File: src/rtl/conv_3_sdiv_sdiv_24_8_seq.sv
// Iterative restoring signed divider, 24-bit dividend by 8-bit divisor, for the conv_3
// post-processing path. Truncating quotient saturated to 16 bits, remainder follows the dividend.
module conv_3_sdiv_sdiv_24_8_seq #(
  parameter int unsigned ID         = 32'd1,
  parameter int unsigned din0_WIDTH = 32'd24,
  parameter int unsigned din1_WIDTH = 32'd8,
  parameter int unsigned dout_WIDTH = 32'd16
) (
  input  logic                  ap_clk,
  input  logic                  ap_rst_n,
  input  logic                  in_valid,
  output logic                  in_ready,
  input  logic [din0_WIDTH-1:0] din0,
  input  logic [din1_WIDTH-1:0] din1,
  output logic                  out_valid,
  input  logic                  out_ready,
  output logic [dout_WIDTH-1:0] quot,
  output logic [din1_WIDTH-1:0] rem,
  output logic                  ovf,
  output logic                  dbz
);

  if (din0_WIDTH != 32'd24 || din1_WIDTH != 32'd8 || dout_WIDTH != 32'd16) begin : g_width_guard
    $error("conv_3_sdiv_sdiv_24_8_seq instance %0d: widths are fixed at 24/8/16", ID);
  end

  typedef enum logic [1:0] {
    S_IDLE = 2'd0,
    S_CALC = 2'd1,
    S_FIX  = 2'd2,
    S_DONE = 2'd3
  } state_t;

  state_t      r_state;
  state_t      w_state_nxt;
  logic [4:0]  r_cnt;
  logic [23:0] r_dvd;
  logic [7:0]  r_dvs;
  logic        r_neg_q;
  logic        r_neg_r;
  logic        r_dvs_zero;
  logic [7:0]  r_prem;
  logic [23:0] r_q;

  logic        r_in_ready;
  logic        r_out_valid;
  logic [15:0] r_quot;
  logic [7:0]  r_rem;
  logic        r_ovf;
  logic        r_dbz;

  logic        w_in_ready_nxt;
  logic        w_out_valid_nxt;
  logic [15:0] w_quot_fix;
  logic [7:0]  w_rem_fix;
  logic        w_ovf_fix;
  logic        w_dbz_fix;

  // Magnitudes as unsigned: -2^23 and -128 map to 2^23 and 128, which still fit.
  logic [23:0] w_din0_abs;
  logic [7:0]  w_din1_abs;
  logic [8:0]  w_shift;
  logic        w_ge;
  logic [7:0]  w_diff;

  assign w_din0_abs = din0[23] ? (24'd0 - din0) : din0;
  assign w_din1_abs = din1[7]  ? (8'd0 - din1)  : din1;
  assign w_shift    = {r_prem, r_dvd[23]};
  assign w_ge       = (w_shift >= {1'b0, r_dvs});
  assign w_diff     = w_shift[7:0] - r_dvs;

  // State register
  always_ff @(posedge ap_clk or negedge ap_rst_n) begin
    if (!ap_rst_n) begin
      r_state <= S_IDLE;
    end else begin
      r_state <= w_state_nxt;
    end
  end

  // Next-state logic
  always_comb begin
    w_state_nxt = r_state;
    case (r_state)
      S_IDLE: begin
        if (in_valid) w_state_nxt = S_CALC;
        else          w_state_nxt = S_IDLE;
      end
      S_CALC: begin
        if (r_cnt == 5'd23) w_state_nxt = S_FIX;
        else                w_state_nxt = S_CALC;
      end
      S_FIX:  w_state_nxt = S_DONE;
      S_DONE: begin
        if (out_ready) w_state_nxt = S_IDLE;
        else           w_state_nxt = S_DONE;
      end
      default: w_state_nxt = S_IDLE;
    endcase
  end

  // Handshake flags follow the state being entered so they can be registered
  always_comb begin
    w_in_ready_nxt  = (w_state_nxt == S_IDLE);
    w_out_valid_nxt = (w_state_nxt == S_DONE);
  end

  // Sign application and saturation of the unsigned quotient/remainder
  always_comb begin
    w_quot_fix = 16'd0;
    w_rem_fix  = 8'd0;
    w_ovf_fix  = 1'b0;
    w_dbz_fix  = 1'b0;
    if (r_dvs_zero) begin
      w_dbz_fix  = 1'b1;
      w_quot_fix = r_neg_r ? 16'h8000 : 16'h7FFF;
    end else begin
      w_rem_fix = r_neg_r ? (8'd0 - r_prem) : r_prem;
      if (r_neg_q) begin
        if (r_q > 24'd32768) begin
          w_quot_fix = 16'h8000;
          w_ovf_fix  = 1'b1;
        end else begin
          w_quot_fix = 16'd0 - r_q[15:0];
        end
      end else begin
        if (r_q > 24'd32767) begin
          w_quot_fix = 16'h7FFF;
          w_ovf_fix  = 1'b1;
        end else begin
          w_quot_fix = r_q[15:0];
        end
      end
    end
  end

  // Operand capture and one restoring step per CALC cycle
  always_ff @(posedge ap_clk or negedge ap_rst_n) begin
    if (!ap_rst_n) begin
      r_cnt      <= 5'd0;
      r_dvd      <= 24'd0;
      r_dvs      <= 8'd0;
      r_neg_q    <= 1'b0;
      r_neg_r    <= 1'b0;
      r_dvs_zero <= 1'b0;
      r_prem     <= 8'd0;
      r_q        <= 24'd0;
    end else begin
      case (r_state)
        S_IDLE: begin
          if (in_valid) begin
            r_dvd      <= w_din0_abs;
            r_dvs      <= w_din1_abs;
            r_neg_q    <= din0[23] ^ din1[7];
            r_neg_r    <= din0[23];
            r_dvs_zero <= (din1 == 8'd0);
            r_prem     <= 8'd0;
            r_q        <= 24'd0;
            r_cnt      <= 5'd0;
          end
        end
        S_CALC: begin
          r_dvd  <= {r_dvd[22:0], 1'b0};
          r_prem <= w_ge ? w_diff : w_shift[7:0];
          r_q    <= {r_q[22:0], w_ge};
          r_cnt  <= r_cnt + 5'd1;
        end
        default: begin
          r_cnt <= r_cnt;
        end
      endcase
    end
  end

  // Registered outputs; results load only in FIX and hold through DONE
  always_ff @(posedge ap_clk or negedge ap_rst_n) begin
    if (!ap_rst_n) begin
      r_in_ready  <= 1'b1;
      r_out_valid <= 1'b0;
      r_quot      <= 16'd0;
      r_rem       <= 8'd0;
      r_ovf       <= 1'b0;
      r_dbz       <= 1'b0;
    end else begin
      r_in_ready  <= w_in_ready_nxt;
      r_out_valid <= w_out_valid_nxt;
      if (r_state == S_FIX) begin
        r_quot <= w_quot_fix;
        r_rem  <= w_rem_fix;
        r_ovf  <= w_ovf_fix;
        r_dbz  <= w_dbz_fix;
      end
    end
  end

  assign in_ready  = r_in_ready;
  assign out_valid = r_out_valid;
  assign quot      = r_quot;
  assign rem       = r_rem;
  assign ovf       = r_ovf;
  assign dbz       = r_dbz;

endmodule
File: config.mk
export PLATFORM = sky130hd
export DESIGN_NAME = conv_3_sdiv_sdiv_24_8_seq
export DESIGN_NICKNAME = d
export VERILOG_FILES = /design/src/rtl/conv_3_sdiv_sdiv_24_8_seq.sv
export SDC_FILE = /design/constraint.sdc
export NUM_CORES = 1
export LEC_CHECK = 0
export CAP_MARGIN = 20
export CORE_MARGIN = 5
export CORE_UTILIZATION = 30
export DETAILED_ROUTE_END_ITERATION = 8
export MAX_ROUTING_LAYER = met4
export PLACE_DENSITY = 0.58
export SKIP_CTS_REPAIR_TIMING = 1
export SLEW_MARGIN = 20
export SYNTH_ARGS = -nofsm -noshare
export SYNTH_HDL_FRONTEND = slang
export SYNTH_SLANG_ARGS = --single-unit
File: constraint.sdc
create_clock -name ap_clk -period 4.3 [get_ports ap_clk]
set_clock_uncertainty 0.05 [all_clocks]
set_input_delay 1.075 -clock ap_clk [delete_from_list [all_inputs] [get_ports ap_clk]]
set_output_delay 1.075 -clock ap_clk [all_outputs]
set_load 0.01 [all_outputs]
---- Yosys cells after proc, flatten, opt, wreduce, memory -nomap -nowiden ----
Cells that the tools add are included.
word-level totals
  logic and storage cells ................. 64
  input port bits ......................... 36
  output and inout port bits .............. 28
  memories ................................ 0
  bits in read-only memories .............. 0
  latch bits .............................. 0
  register bits after elaboration ......... 102
  bits in writable memories ............... 0
operators by class
  $lt $le $gt $ge ......................... 3
  div/mod/pow operators ................... 0
  bitwise gates (word level) .............. 1
  eq/ne operators ......................... 6
  mux-type cells .......................... 27
  shift-type cells ........................ 0
  add/subtract/negate cells ............... 6
  reduce and logical (&&, ||, !) cells .... 6
  multiply operators ...................... 0
operators with widths
  cell                   count
  $pmux 24 s2            2
  $mux 16                5
  $mux 24                3
  $mux 8                 5
  $gt 24x15->1 const B   1
  $gt 24x16->1 const B   1
  $sub 1x24->24 const A  1
  $pmux 8 s2             1
  $sub 1x16->16 const A  1
  $sub 1x8->8 const A    2
  $pmux 5 s2             1
  $ge 9x8->1             1
  $logic_not 8->1        1
  $pmux 2 s4             1
  $sub 8x8->8            1
  $eq 2x2->1 const B     3
  $mux 1                 6
  $add 5x1->5 const B    1
  $eq 5x5->1 const B     1
  $mux 5                 1
  $logic_not 2->1        2
  $mux 2                 2
  $reduce_and 2->1       2
  $eq 2x1->1 const B     1
  other kinds (3)        3

---- Longest topological paths before layout ----
Gate-level depths: netlist of the first run.
  depth in word-level cells ............... 4
  depth in mapped cells ................... 10

---- Worst setup path after synthesis of the first run ----
Ideal clock, no wire load.
  kind .................................... input to register
  from .................................... in din0[18]
  to ...................................... reg r_dvd[22]
  slack ................................... 1.608 ns
  setup time .............................. 0.133 ns
  stages .................................. 6
  arrival ................................. 2.509 ns
  cell sequence ........................... or4_1 or3_1 or2_0 o21ai_0 xor2_1 o21ai_0
between the ends
  word-level cells in the longest chain between the ends .. 4
ends and longest elaborated chain
  element               line  text
  from (decl)           13    input logic [din0_WIDTH-1:0] din0,
  $sub 1x24->24         66    assign w_din0_abs = din0[23] ? (24'd0 - din0) : din0;
  $mux 24               66
  $mux 24               151   if (in_valid) begin
  $pmux 24 s2           149   case (r_state)
  to (signal assigned)  152   r_dvd <= w_din0_abs;
  to (signal assigned)  163   r_dvd <= {r_dvd[22:0], 1'b0};
  to (decl)             37    logic [23:0] r_dvd;
Every way passes these cells. The select of a mux whose other input is x is not followed.
A chain may end at the register's enable or synchronous reset.

---- Final worst setup path of the first run ----
  from .................................... in din0[8]
  to ...................................... reg r_dvd[20]
The elaborated chain is that of the path after synthesis.

==> summary.md, run 1 <==
| Metric | Value |
|---|---|
| Internal power of the cells | approximately 2.9 mW |
| Number of antenna violations at the first check in global routing | 0 |
| Initial cell density of the core | 0.308 |
| HPWL after DPL | 9780 um |
| Chip height | between 100 and 150 um |
| Proportion of total power due to net switching | 0.415 |
| Post-Synthesis Cell Area | 0.00556 mm2 |
| Worst hold-check slack | between 0.4 and 0.5 ns |
| Fmax achieved | 0.332 GHz |
| Clock-pin transition on the worst setup and hold timing paths | 0.07 ns |
| Detailed Route WL | 13500 um |
| Result of the run | finished, final reports clean |
| Post-synthesis share of cell area spent on xor and xnor gates | 0.0693 |
| GR met2 Demand/Resource | 0.204 |
| Top fanout value on the critical path | 4 |
| Minimum setup slack among reg-to-reg paths | 1.67 ns |
| Synthesized netlist cell count | a little under 600 |
| Area share of and/or/nand/nor cells after synthesis | 0.148 |
| Largest net degree at the start of global routing | 59 |
| Number of vias in the routed layout | around 4600 |
| Most common cell in the netlist | sky130_fd_sc_hd__dfrtp_1 |
| Type of the worst setup path | in -> reg |
| Aggregate negative setup slack | 0 ns |
| Core area | 0.0181 mm2 |
| Post-synthesis compound-gate area fraction | 0.241 |
| Class of the tightest hold or removal check | reg -> reg |
| Combinational family with the most area after synthesis | compound AO/OA/AOI/OAI gates |
| Sequential cell area fraction in the yosys report | 0.459 |
| Number of max-capacitance violations reported | 0 |
| Critical Path Sink Type | flop |
| Wire length of the first global-routing pass | 23300 um |
| Netlist cell types | 64 |
| Count of boundary I/O pins | 64 |
| Met3 track utilization from global routing | 0.0335 |
| Number of nets in the synthesized netlist | 646 |
| Fraction of met1 tracks used by global routing | 0.179 |
| H-tree Lvls | 3 |
| Number of synthesized register bits | 102 |
| ANT cells | 0 |
| Beginning of the worst hold path | dbz |
| Capture instance of the worst register-to-register path | ovf |
| RSZ-0062 raised after global routing | no |
| Required time reported for the critical path endpoint | 4.48 ns |
| Clock root buffer | sky130_fd_sc_hd__clkbuf_16 |
| Vias per std cell | between 5 and 6 |
| Maximum vdd drop | 0.220 mV |
| Post-synth top area cell | sky130_fd_sc_hd__dfrtp_1 |
| Width of the die | ~150 um |
| Max-slew violation count | 0 |
| Clock tree from TritonCTS | built |
| Max transition margin | 0.283 |
| Power density cells | roughly 750 mW/mm2 |
| Number of clock buffers inserted by TritonCTS | 9 |
| Mean instance size in the synthesized netlist | 9.33 um2 |
| GPL Wtd Cong | about 0.86 |
| Switching power of the nets | roughly 2.1 mW |
| Most area-consuming cells after synthesis | sky130_fd_sc_hd__dfrtp_1 45%, sky130_fd_sc_hd__o21ai_0 5.9%, sky130_fd_sc_hd__xor2_1 5.0% |
| DRC violations left | 0 |
| Total iterations of the first detailed-routing run | 5 |
| Combinational Power Share | 0.476 |
| Layer carrying the most global-route usage | met2 |
| PortBufs | 63 |
| Fraction of registers with async set or reset after synthesis | 1.00 |
| GRT Residual Overflow | 0 |
| Final core area utilization | 0.369 |
| Leak pwr | 2.75 nW |
| Std-Cell Rows | 49 |
| Adder and majority cell fraction of the synthesized area | 0.0328 |
| Proportion of netlist area held by the largest area contributor | 0.454 |
| Leading register cell type out of synthesis | sky130_fd_sc_hd__dfrtp_1 |
| Clock Sinks | 102 |
| Min-Delay Endpoint | dbz |
| Hold Path Cell Cnt | 2 |
| Reg power frac | 0.369 |
| Area growth syn-to-layout | 20.0% |
| Time the final worst path needs with I/O delays and setup | roughly 3.0 ns |
| Number of buffers on the longest clock path | 2 |
| Die ar. | around 0.021 mm2 |
| Arrival time at the worst endpoint | 3.19 ns |
| Worst-margin pin slew | 1.07 ns |
| Critical R2R Launch | r_q[1] |
| Number of enable-type register cells in the synthesized netlist | 0 |
| Final period util | 0.700 |
| Share of final-layout standard cells stronger than drive strength 1 | 0.0556 |
| Post-layout nets | approximately 690 |
| R2r worst-path depth | 8 |
| Final hold violations | 0 |
| Average wire per cell in the routed design | 15.5 um |
| Fill count | 1806 |
| Mux contribution to synthesized area | 0.0108 |
| Antenna violation net count after detailed routing | 0 |
| Commonest cells in the synthesized netlist | 101 x sky130_fd_sc_hd__dfrtp_1, 67 x sky130_fd_sc_hd__nand2_1, 66 x sky130_fd_sc_hd__o21ai_0 |
| Proportion of power drawn by the clock network | 0.155 |
| Number of warnings issued by yosys | 0 |
| # setup viols final | 0 |
| First DRT Iteration DRCs | 255 |
| Global Route Usage Sum | 0.134 |
| Clock insertion delay at the later pin of the skew report | approximately 0.35 ns |
| Category of the worst setup path launch point | primary input |
| Vias in the first global route | 4594 |
## sequential cells by signal, summed over array words and instances (netlist names)
register	flops
r_state	2
r_prem	8
r_cnt	5
r_neg_q	1
quot	16
dbz	1
r_dvd	24
rem	8
in_ready	1
ovf	1
r_q	24
r_dvs	8
r_neg_r	1
r_dvs_zero	1
out_valid	1
## cells by family after synthesis
family | count (synthesis)
compound gates | 208
simple gates | 166
flops | 102
buf+inv | 56
xor+xnor | 44
fa+ha+maj | 14
mux | 6
## power groups by stage
stage / logic [mW] / clock network [mW] / registers (mW)
2_1_floorplan: 1.70 / 0 / 1.73
3_3_place_gp: 2.32 / 0 / 1.83
3_5_place_dp: 2.36 / 0 / 1.85
4_1_cts: 2.38 / 0.791 / 1.83
5_1_grt: 2.67 / 0.834 / 1.90
6_report: 2.37 / 0.773 / 1.84
## per-stage QoR
stage | std cells | setup slack [ns] | power [mW] | cell area, um2
final | 876 | 1.29 | 4.97 | 6680
after global routing | 876 | 1.13 | 5.41 | 6680
after CTS | 876 | 1.28 | 5.00 | 6680
after detailed placement | 860 | 0.913 | 4.21 | 6400
after global placement | 860 | 1.05 | 4.15 | 6400
after floorplan | 596 | 1.61 | 3.42 | 5560
## layout by cell type, fill, tap and decap left out, types with 7 or more instances in the layout
cell and count:
sky130_fd_sc_hd__clkdlybuf4s50_1 62, sky130_fd_sc_hd__xor2_1 32, sky130_fd_sc_hd__nor2_1 32, sky130_fd_sc_hd__buf_4 7, sky130_fd_sc_hd__o311ai_0 7, sky130_fd_sc_hd__o22ai_1 18
sky130_fd_sc_hd__xnor2_1 12, sky130_fd_sc_hd__a21oi_1 36, sky130_fd_sc_hd__dfrtp_1 101, sky130_fd_sc_hd__clkbuf_16 9, sky130_fd_sc_hd__inv_1 21, sky130_fd_sc_hd__a22o_1 18
sky130_fd_sc_hd__o21ai_0 66, sky130_fd_sc_hd__a22oi_1 14, sky130_fd_sc_hd__nand3_1 11, sky130_fd_sc_hd__nand2_1 67, sky130_fd_sc_hd__or3_1 10, sky130_fd_sc_hd__ha_1 13
sky130_fd_sc_hd__o31ai_1 11
## final cells by class
class,instances,area (um2),share of cell area
flip-flops and latches,102,2550,0.382
clock inverters,4,30.0,0.00450
multi-input cells,438,2810,0.420
clock buffers,12,246,0.0369
well taps,229,287,0.0429
inverters,22,82.6,0.0124
repair buffers,69,673,0.101
## worst max path at each step
| stage | cells after the start | from | end | slack [ns] |
|---|---|---|---|---|
| after detailed placement | 7 | din0[9] | r_dvd[20] | 0.91 |
| after global routing | 7 | din0[8] | r_dvd[20] | 1.13 |
| final | 7 | din0[8] | r_dvd[20] | 1.29 |
| after CTS | 7 | din0[9] | r_dvd[20] | 1.28 |
| after floorplan | 6 | din0[18] | r_dvd[22] | 1.61 |
| after global placement | 7 | din0[18] | r_dvd[22] | 1.05 |
## per-layer routing
layer | wire length (um) | part of all wire
met4 | 144 | 0.011
met5 | 0 | 0
met3 | 690 | 0.051
met2 | 6100 | 0.45
met1 | 6610 | 0.49
## worst max-delay path: stages
cell and delay, ns:
sky130_fd_sc_hd__clkdlybuf4s50_1 0.47, sky130_fd_sc_hd__or4_1 0.55, sky130_fd_sc_hd__nor2_1 0.20, sky130_fd_sc_hd__nand4_1 0.22, sky130_fd_sc_hd__o41ai_2 0.41, sky130_fd_sc_hd__xor2_1 0.18
sky130_fd_sc_hd__o21ai_0 0.08
No activity file was read; power rests on OpenSTA's default activity.
==> run 2: changes to the inputs <==
--- a/config.mk
+++ b/config.mk
@@ -10,7 +10,7 @@
 export CORE_UTILIZATION = 30
 export DETAILED_ROUTE_END_ITERATION = 8
 export MAX_ROUTING_LAYER = met4
-export PLACE_DENSITY = 0.58
+export PLACE_DENSITY = 0.6
 export SKIP_CTS_REPAIR_TIMING = 1
 export SLEW_MARGIN = 20
 export SYNTH_ARGS = -nofsm -noshare
==> constraint.sdc (replaced) <==
create_clock -name ap_clk -period 2.5 [get_ports ap_clk]
set_clock_uncertainty 0.05 [all_clocks]
set_input_delay 0.625 -clock ap_clk [delete_from_list [all_inputs] [get_ports ap_clk]]
set_output_delay 0.625 -clock ap_clk [all_outputs]
set_load 0.01 [all_outputs]
==> run 2 against run 1 <==
First-iteration DRC count rose by 57%; routed wire length rose by 6.9%; cell area rose by 5.5%; non-clock buffer count rose by 46; combinational power rose by 88%; cell count rose by 5.1%; sequential cell count did not move; count of clock-buffer cells in the layout did not move; largest power group unchanged.
==> summary.md, run 2 (same netlist as run 1, synthesis figures left out) <==
| Metric | Value |
|---|---|
| Clock Sinks | 102 (unchanged) |
| Wire length of the first global-routing pass | 24300 um (was 23300 um) |
| GPL Wtd Cong | 0.920 (was 0.864) |
| Antenna violation net count after detailed routing | 0 (unchanged) |
| Most common cell after layout, fill and taps aside | sky130_fd_sc_hd__dfrtp_1 (unchanged) |
| Power Total | 8.90 mW (was 4.97 mW) |
| Share of final-layout standard cells stronger than drive strength 1 | 0.124 (was 0.0556) |
| Clock-pin transition on the worst setup and hold timing paths | 0.07 ns (about the same) |
| Maximum vdd drop | 0.430 mV (was 0.220 mV) |
| Leak pwr | 2.97 nW (was 2.75 nW) |
| Count of boundary I/O pins | 64 (unchanged) |
| Worst path setup slack after routing | 0.107 ns (was 1.29 ns) |
| Fmax achieved | 0.418 GHz |
| Die ar. | 0.0214 mm2 (unchanged) |
| Std-Cell Rows | 49 (unchanged) |
| H-tree Lvls | 3 (unchanged) |
| Max transition margin | 0.637 (was 0.283) |
| Placed standard-cell area | 0.00675 mm2 (was 0.00640 mm2) |
| Final hold violations | 0 (unchanged) |
| Vias in the first global route | 4874 (was 4594) |
| Number of max-capacitance violations reported | 0 (unchanged) |
| Critical Path Sink Type | flop (unchanged) |
| Clock insertion delay at the later pin of the skew report | 0.35 ns (about the same) |
| ANT cells | 0 (unchanged) |
| Initial cell density of the core | 0.308 (unchanged) |
| Largest net degree at the start of global routing | 51 (was 59) |
| Type of the worst setup path | reg -> reg (was in -> reg) |
| Core area | 0.0181 mm2 (unchanged) |
| Arrival time at the worst endpoint | 2.58 ns (was 3.19 ns) |
| Result of the run | finished, final reports clean (unchanged) |
| Post-placement worst setup slack | -0.349 ns (was 0.913 ns) |
| Required time reported for the critical path endpoint | 2.68 ns (was 4.48 ns) |
| HPWL after DPL | 10800 um (was 9780 um) |
| Final period util | 0.957 |
| Post-route design area | 0.00704 mm2 (was 0.00668 mm2) |
| DRC violations left | 0 (unchanged) |
| Clock tree from TritonCTS | built (unchanged) |
| Area growth syn-to-layout | 26.6% (was 20.0%) |
| Count of placed standard cells including taps | 906 (was 860) |
| RSZ-0062 raised after global routing | yes (was no) |
| Top fanout value on the critical path | 4 (unchanged) |
| Number of buffers on the longest clock path | 2 (unchanged) |
| Number of antenna violations at the first check in global routing | 0 (unchanged) |
| Class of the tightest hold or removal check | in -> async (was reg -> reg) |
| Average wire per cell in the routed design | 15.7 um (was 15.5 um) |
| Commonest cells after routing, fill and taps aside | 101 x sky130_fd_sc_hd__dfrtp_1, 67 x sky130_fd_sc_hd__nand2_1, 64 x sky130_fd_sc_hd__o21ai_0, 62 x sky130_fd_sc_hd__clkdlybuf4s50_1, 52 x sky130_fd_sc_hd__buf_4 (was 101 x sky130_fd_sc_hd__dfrtp_1, 67 x sky130_fd_sc_hd__nand2_1, 66 x sky130_fd_sc_hd__o21ai_0, 62 x sky130_fd_sc_hd__clkdlybuf4s50_1, 36 x sky130_fd_sc_hd__a21oi_1) |
| Global Route Usage Sum | 0.142 (was 0.134) |
| Post-layout nets | 738 (was 692) |
| Total iterations of the first detailed-routing run | 5 (unchanged) |
| Final core area utilization | 0.389 (was 0.369) |
| Worst hold-check slack | 0.184 ns (was 0.428 ns) |
| Number of clock buffers inserted by TritonCTS | 9 (unchanged) |
| Minimum setup slack among reg-to-reg paths | 0.11 ns (was 1.67 ns) |
| Power density cells | 1260 mW/mm2 (was 745 mW/mm2) |
| Detailed Route WL | 14500 um (was 13500 um) |
| Max-slew violation count | 0 (unchanged) |
| First DRT Iteration DRCs | 400 (was 255) |
| PortBufs | 63 (unchanged) |
| Final cell count without fillers | 921 (was 876) |
| Category of the worst setup path launch point | flop (was primary input) |
| Chip height | 146 um (unchanged) |
| Number of vias in the routed layout | 4863 (was 4634) |
| Vias per std cell | 5.28 (was 5.29) |
| # setup viols final | 0 (unchanged) |
| Aggregate negative setup slack | 0 ns (unchanged) |
| Clock root buffer | sky130_fd_sc_hd__clkbuf_16 (unchanged) |
| Time the final worst path needs with I/O delays and setup | 2.39 ns |
| Worst-margin pin slew | 0.544 ns (was 1.07 ns) |
| Width of the die | 146 um (unchanged) |
| GRT Residual Overflow | 0 (unchanged) |
## run 2: changes by cell type in the layout (fill, tap and decap cells not counted), moves of 2 or more
cell | previous run | this run
sky130_fd_sc_hd__a21oi_2 | 0 | 2
sky130_fd_sc_hd__o21ai_1 | 1 | 3
sky130_fd_sc_hd__o21ai_0 | 66 | 64
sky130_fd_sc_hd__a21oi_1 | 36 | 34
sky130_fd_sc_hd__buf_4 | 7 | 52
## run 2: critical path: stages (launching register included)
cell and delay (ns):
sky130_fd_sc_hd__dfrtp_1 0.41, sky130_fd_sc_hd__inv_1 0.12, sky130_fd_sc_hd__ha_1 0.22, sky130_fd_sc_hd__nor3b_2 0.25, sky130_fd_sc_hd__nand3_2 0.11, sky130_fd_sc_hd__or4_4 0.45, sky130_fd_sc_hd__or3b_1 0.41, sky130_fd_sc_hd__a21oi_2 0.18
sky130_fd_sc_hd__o21ai_1 0.07
## run 2: final timing paths
kind	startpoint	end	depth (start not counted)
hold reg to reg	rem[4]	rem[4]	2
setup reg to reg	r_q[0]	ovf	8
max in group asynchronous	ap_rst_n	r_prem[6]	2
min in group ap_clk	rem[4]	rem[4]	2
setup / recovery	r_q[0]	ovf	8
hold / removal	ap_rst_n	rem[7]	1
## run 2: cell type report
type                    count  area [um2]
well taps                 229         287
multi-input cells         438        2810
inverters                  22        82.6
flip-flops and latches    102        2550
repair buffers            115        1030
fillers                  1779       11000
clock buffers              12         256
clock inverters             3        20.0
## run 2: per-layer routing
layer | vias to the layer above | wire [um] | GRT usage
li1 | 2363 | - | -
met1 | 2330 | 6780 | 0.187
met2 | 149 | 6700 | 0.219
met3 | 21 | 757 | 0.0248
met4 | 0 | 240 | 0.0546
met5 | - | 0 | -
## run 2: report_power, final
group / internal (mW) / leakage, nW / total, mW / switching, mW
Clock: 0.723 / 0.131 / 1.33 / 0.611
Combinational: 2.12 / 1.56 / 4.46 / 2.34
Sequential: 2.41 / 1.28 / 3.10 / 0.695
Total: 5.25 / 2.97 / 8.90 / 3.65
==> run 3: changes to the inputs <==
--- a/config.mk
+++ b/config.mk
@@ -9,7 +9,6 @@
 export CORE_MARGIN = 5
 export CORE_UTILIZATION = 30
 export DETAILED_ROUTE_END_ITERATION = 8
-export MAX_ROUTING_LAYER = met4
 export PLACE_DENSITY = 0.6
 export SKIP_CTS_REPAIR_TIMING = 1
 export SLEW_MARGIN = 20
==> run 3 against run 2 <==
Hold slack better by 0.070 ns; first-iteration DRC count down 18%; combinational power up 0.9%; critical path depth unchanged; maximum frequency down 0.14%; clock power up 13%; global-route usage down 0.67 points; routed wire length down 1.9%; count of clock-buffer cells in the layout down 3; sequential share of layout area down 0.31 points; non-clock buffer count down 1; largest power group unchanged; cell area up 0.87%.
==> summary.md, run 3 (same netlist as run 1, synthesis figures left out) <==
| Metric | Value |
|---|---|
| Result of the run | finished, final reports clean (unchanged) |
| Area growth syn-to-layout | 27.7% (was 26.6%) |
| Power density cells | 1280 mW/mm2 (was 1260 mW/mm2) |
| PortBufs | 63 (unchanged) |
| Share of final-layout standard cells stronger than drive strength 1 | 0.126 (was 0.124) |
| Number of buffers on the longest clock path | 2 (unchanged) |
| Core area | 0.0181 mm2 (unchanged) |
| Vias per std cell | 5.23 (was 5.28) |
| Max-slew violation count | 0 (unchanged) |
| Worst path setup slack after routing | 0.103 ns (was 0.107 ns) |
| First DRT Iteration DRCs | 327 (was 400) |
| Max transition margin | 0.525 (was 0.637) |
| Total iterations of the first detailed-routing run | 4 (was 5) |
| Die ar. | 0.0214 mm2 (unchanged) |
| ANT cells | 0 (unchanged) |
| Leak pwr | 3.01 nW (was 2.97 nW) |
| Worst-margin pin slew | 0.713 ns (was 0.544 ns) |
| Fmax achieved | 0.417 GHz (was 0.418 GHz) |
| Final hold violations | 0 (unchanged) |
| Max stage delay on crit path | 0.46 ns (was 0.45 ns) |
| # setup viols final | 0 (unchanged) |
| Clock Sinks | 102 (unchanged) |
| DRC violations left | 0 (unchanged) |
| Combinational Power Share | 0.494 (was 0.501) |
| Top fanout value on the critical path | 4 (unchanged) |
| GRT Residual Overflow | 0 (unchanged) |
| Number of clock buffers inserted by TritonCTS | 9 (unchanged) |
| Wire length of the first global-routing pass | 24100 um (was 24300 um) |
| Type of the worst setup path | reg -> reg (unchanged) |
| Maximum vdd drop | 0.510 mV (was 0.430 mV) |
| Detailed Route WL | 14200 um (was 14500 um) |
| Global Route Usage Sum | 0.135 (was 0.142) |
| Reg power frac | 0.340 (was 0.349) |
| Largest net degree at the start of global routing | 56 (was 51) |
| Critical Path Sink Type | flop (unchanged) |
| Clock root buffer | sky130_fd_sc_hd__clkbuf_16 (unchanged) |
| H-tree Lvls | 3 (unchanged) |
| Commonest cells after routing, fill and taps aside | 101 x sky130_fd_sc_hd__dfrtp_1, 67 x sky130_fd_sc_hd__nand2_1, 65 x sky130_fd_sc_hd__o21ai_0, 62 x sky130_fd_sc_hd__clkdlybuf4s50_1, 49 x sky130_fd_sc_hd__buf_4 (was 101 x sky130_fd_sc_hd__dfrtp_1, 67 x sky130_fd_sc_hd__nand2_1, 64 x sky130_fd_sc_hd__o21ai_0, 62 x sky130_fd_sc_hd__clkdlybuf4s50_1, 52 x sky130_fd_sc_hd__buf_4) |
| Number of vias in the routed layout | 4818 (was 4863) |
| Final core area utilization | 0.393 (was 0.389) |
| Proportion of power drawn by the clock network | 0.165 (was 0.150) |
| Initial cell density of the core | 0.308 (unchanged) |
| Average wire per cell in the routed design | 15.4 um (was 15.7 um) |
| Clock insertion delay at the later pin of the skew report | 0.36 ns (was 0.35 ns) |
| Class of the tightest hold or removal check | in -> async (unchanged) |
| Count of boundary I/O pins | 64 (unchanged) |
| Switching power of the nets | 3.65 mW (about the same) |
| Sequence of cells on the critical path | inv_1 -> ha_1 -> nor3b_4 -> nand3_2 -> or4_4 -> or3b_1 -> a21oi_2 -> o21ai_1 (was inv_1 -> ha_1 -> nor3b_2 -> nand3_2 -> or4_4 -> or3b_1 -> a21oi_2 -> o21ai_1) |
| Arrival time at the worst endpoint | 2.58 ns (about the same) |
| Width of the die | 146 um (unchanged) |
| Final period util | 0.959 (was 0.957) |
| Clock-pin transition on the worst setup and hold timing paths | 0.07 ns (about the same) |
| Most common cell after layout, fill and taps aside | sky130_fd_sc_hd__dfrtp_1 (unchanged) |
| Post-layout nets | 737 (was 738) |
| Required time reported for the critical path endpoint | 2.68 ns (about the same) |
| Vias in the first global route | 4839 (was 4874) |
| Time the final worst path needs with I/O delays and setup | 2.40 ns (was 2.39 ns) |
| Chip height | 146 um (unchanged) |
| Category of the worst setup path launch point | flop (unchanged) |
| Highest-delay cell along the critical path | sky130_fd_sc_hd__or4_4 (unchanged) |
| Worst hold-check slack | 0.255 ns (was 0.184 ns) |
| Std-Cell Rows | 49 (unchanged) |
| RSZ-0062 raised after global routing | yes (unchanged) |
| Fill count | 1769 (was 1779) |
| GPL Wtd Cong | 0.912 (was 0.920) |
| Internal power of the cells | 5.44 mW (was 5.25 mW) |
| Post-placement worst setup slack | -0.352 ns (was -0.349 ns) |
| Number of antenna violations at the first check in global routing | 0 (unchanged) |
| Buf+Inv Stages, Crit Path | 1 (unchanged) |
| Clock tree from TritonCTS | built (unchanged) |
| Antenna violation net count after detailed routing | 0 (unchanged) |
| HPWL after DPL | 10600 um (was 10800 um) |
| Number of max-capacitance violations reported | 0 (unchanged) |
| Proportion of total power due to net switching | 0.402 (was 0.410) |
| Family with the most delay on the worst path | simple AND/OR/NAND/NOR gates (unchanged) |
run 3: changes by cell type in the layout (fill, tap and decap cells not counted), sizes merged:
| cell | before | now |
|---|---|---|
| clkinv | 2 | 6 |
| clkbuf | 12 | 9 |
| bufinv | 0 | 2 |
| clkinvlp | 2 | 0 |
| buf | 53 | 52 |
run 3: power by group through the flow:
stage               clock, mW  sequential, mW  combinational, mW
global placement            0            3.07               4.38
finish                   1.50            3.10               4.50
floorplan                   0            2.97               2.92
CTS                      1.53            3.09               4.51
detailed placement          0            3.12               4.49
global route             1.58            3.21               5.04
run 3: worst paths after layout:
| path | startpoint | endpoint | slack [ns] | depth (start not counted) |
|---|---|---|---|---|
| worst max-delay path | r_q[0] | ovf | 0.10 | 8 |
| worst min-delay path | ap_rst_n | rem[7] | 0.25 | 1 |
| worst max register to register | r_q[0] | ovf | 0.10 | 8 |
| worst min register to register | r_dvd[0] | r_dvd[0] | 0.43 | 2 |
| max in group asynchronous | ap_rst_n | r_prem[4] | 1.52 | 2 |
| min in group ap_clk | r_dvd[0] | r_dvd[0] | 0.43 | 2 |
run 3: cell type report:
| class | instances | area [um2] | area share |
|---|---|---|---|
| multi-input combinational | 438 | 2820 | 0.397 |
| sequential | 102 | 2550 | 0.359 |
| timing repair buffer | 114 | 1050 | 0.148 |
| tap | 229 | 287 | 0.0403 |
| clock buffer | 9 | 225 | 0.0317 |
| clock inverter | 7 | 88.8 | 0.0125 |
| inverter | 22 | 82.6 | 0.0116 |
run 3: metal layers:
metal / track usage / routed length (um)
met5: 0 / 0
met1: 0.183 / 6660
met4: 0.0419 / 187
met2: 0.219 / 6650
met3: 0.0257 / 711
run 3: through the flow:
step	area [um2]	TNS, ns	total power, mW	instances
finish	7110	0	9.10	921
global route	7110	-0.0397	9.84	921
CTS	7080	0	9.13	921
detailed placement	6770	-2.66	7.61	905
global placement	6770	-1.89	7.45	905
floorplan	5560	0	5.89	596
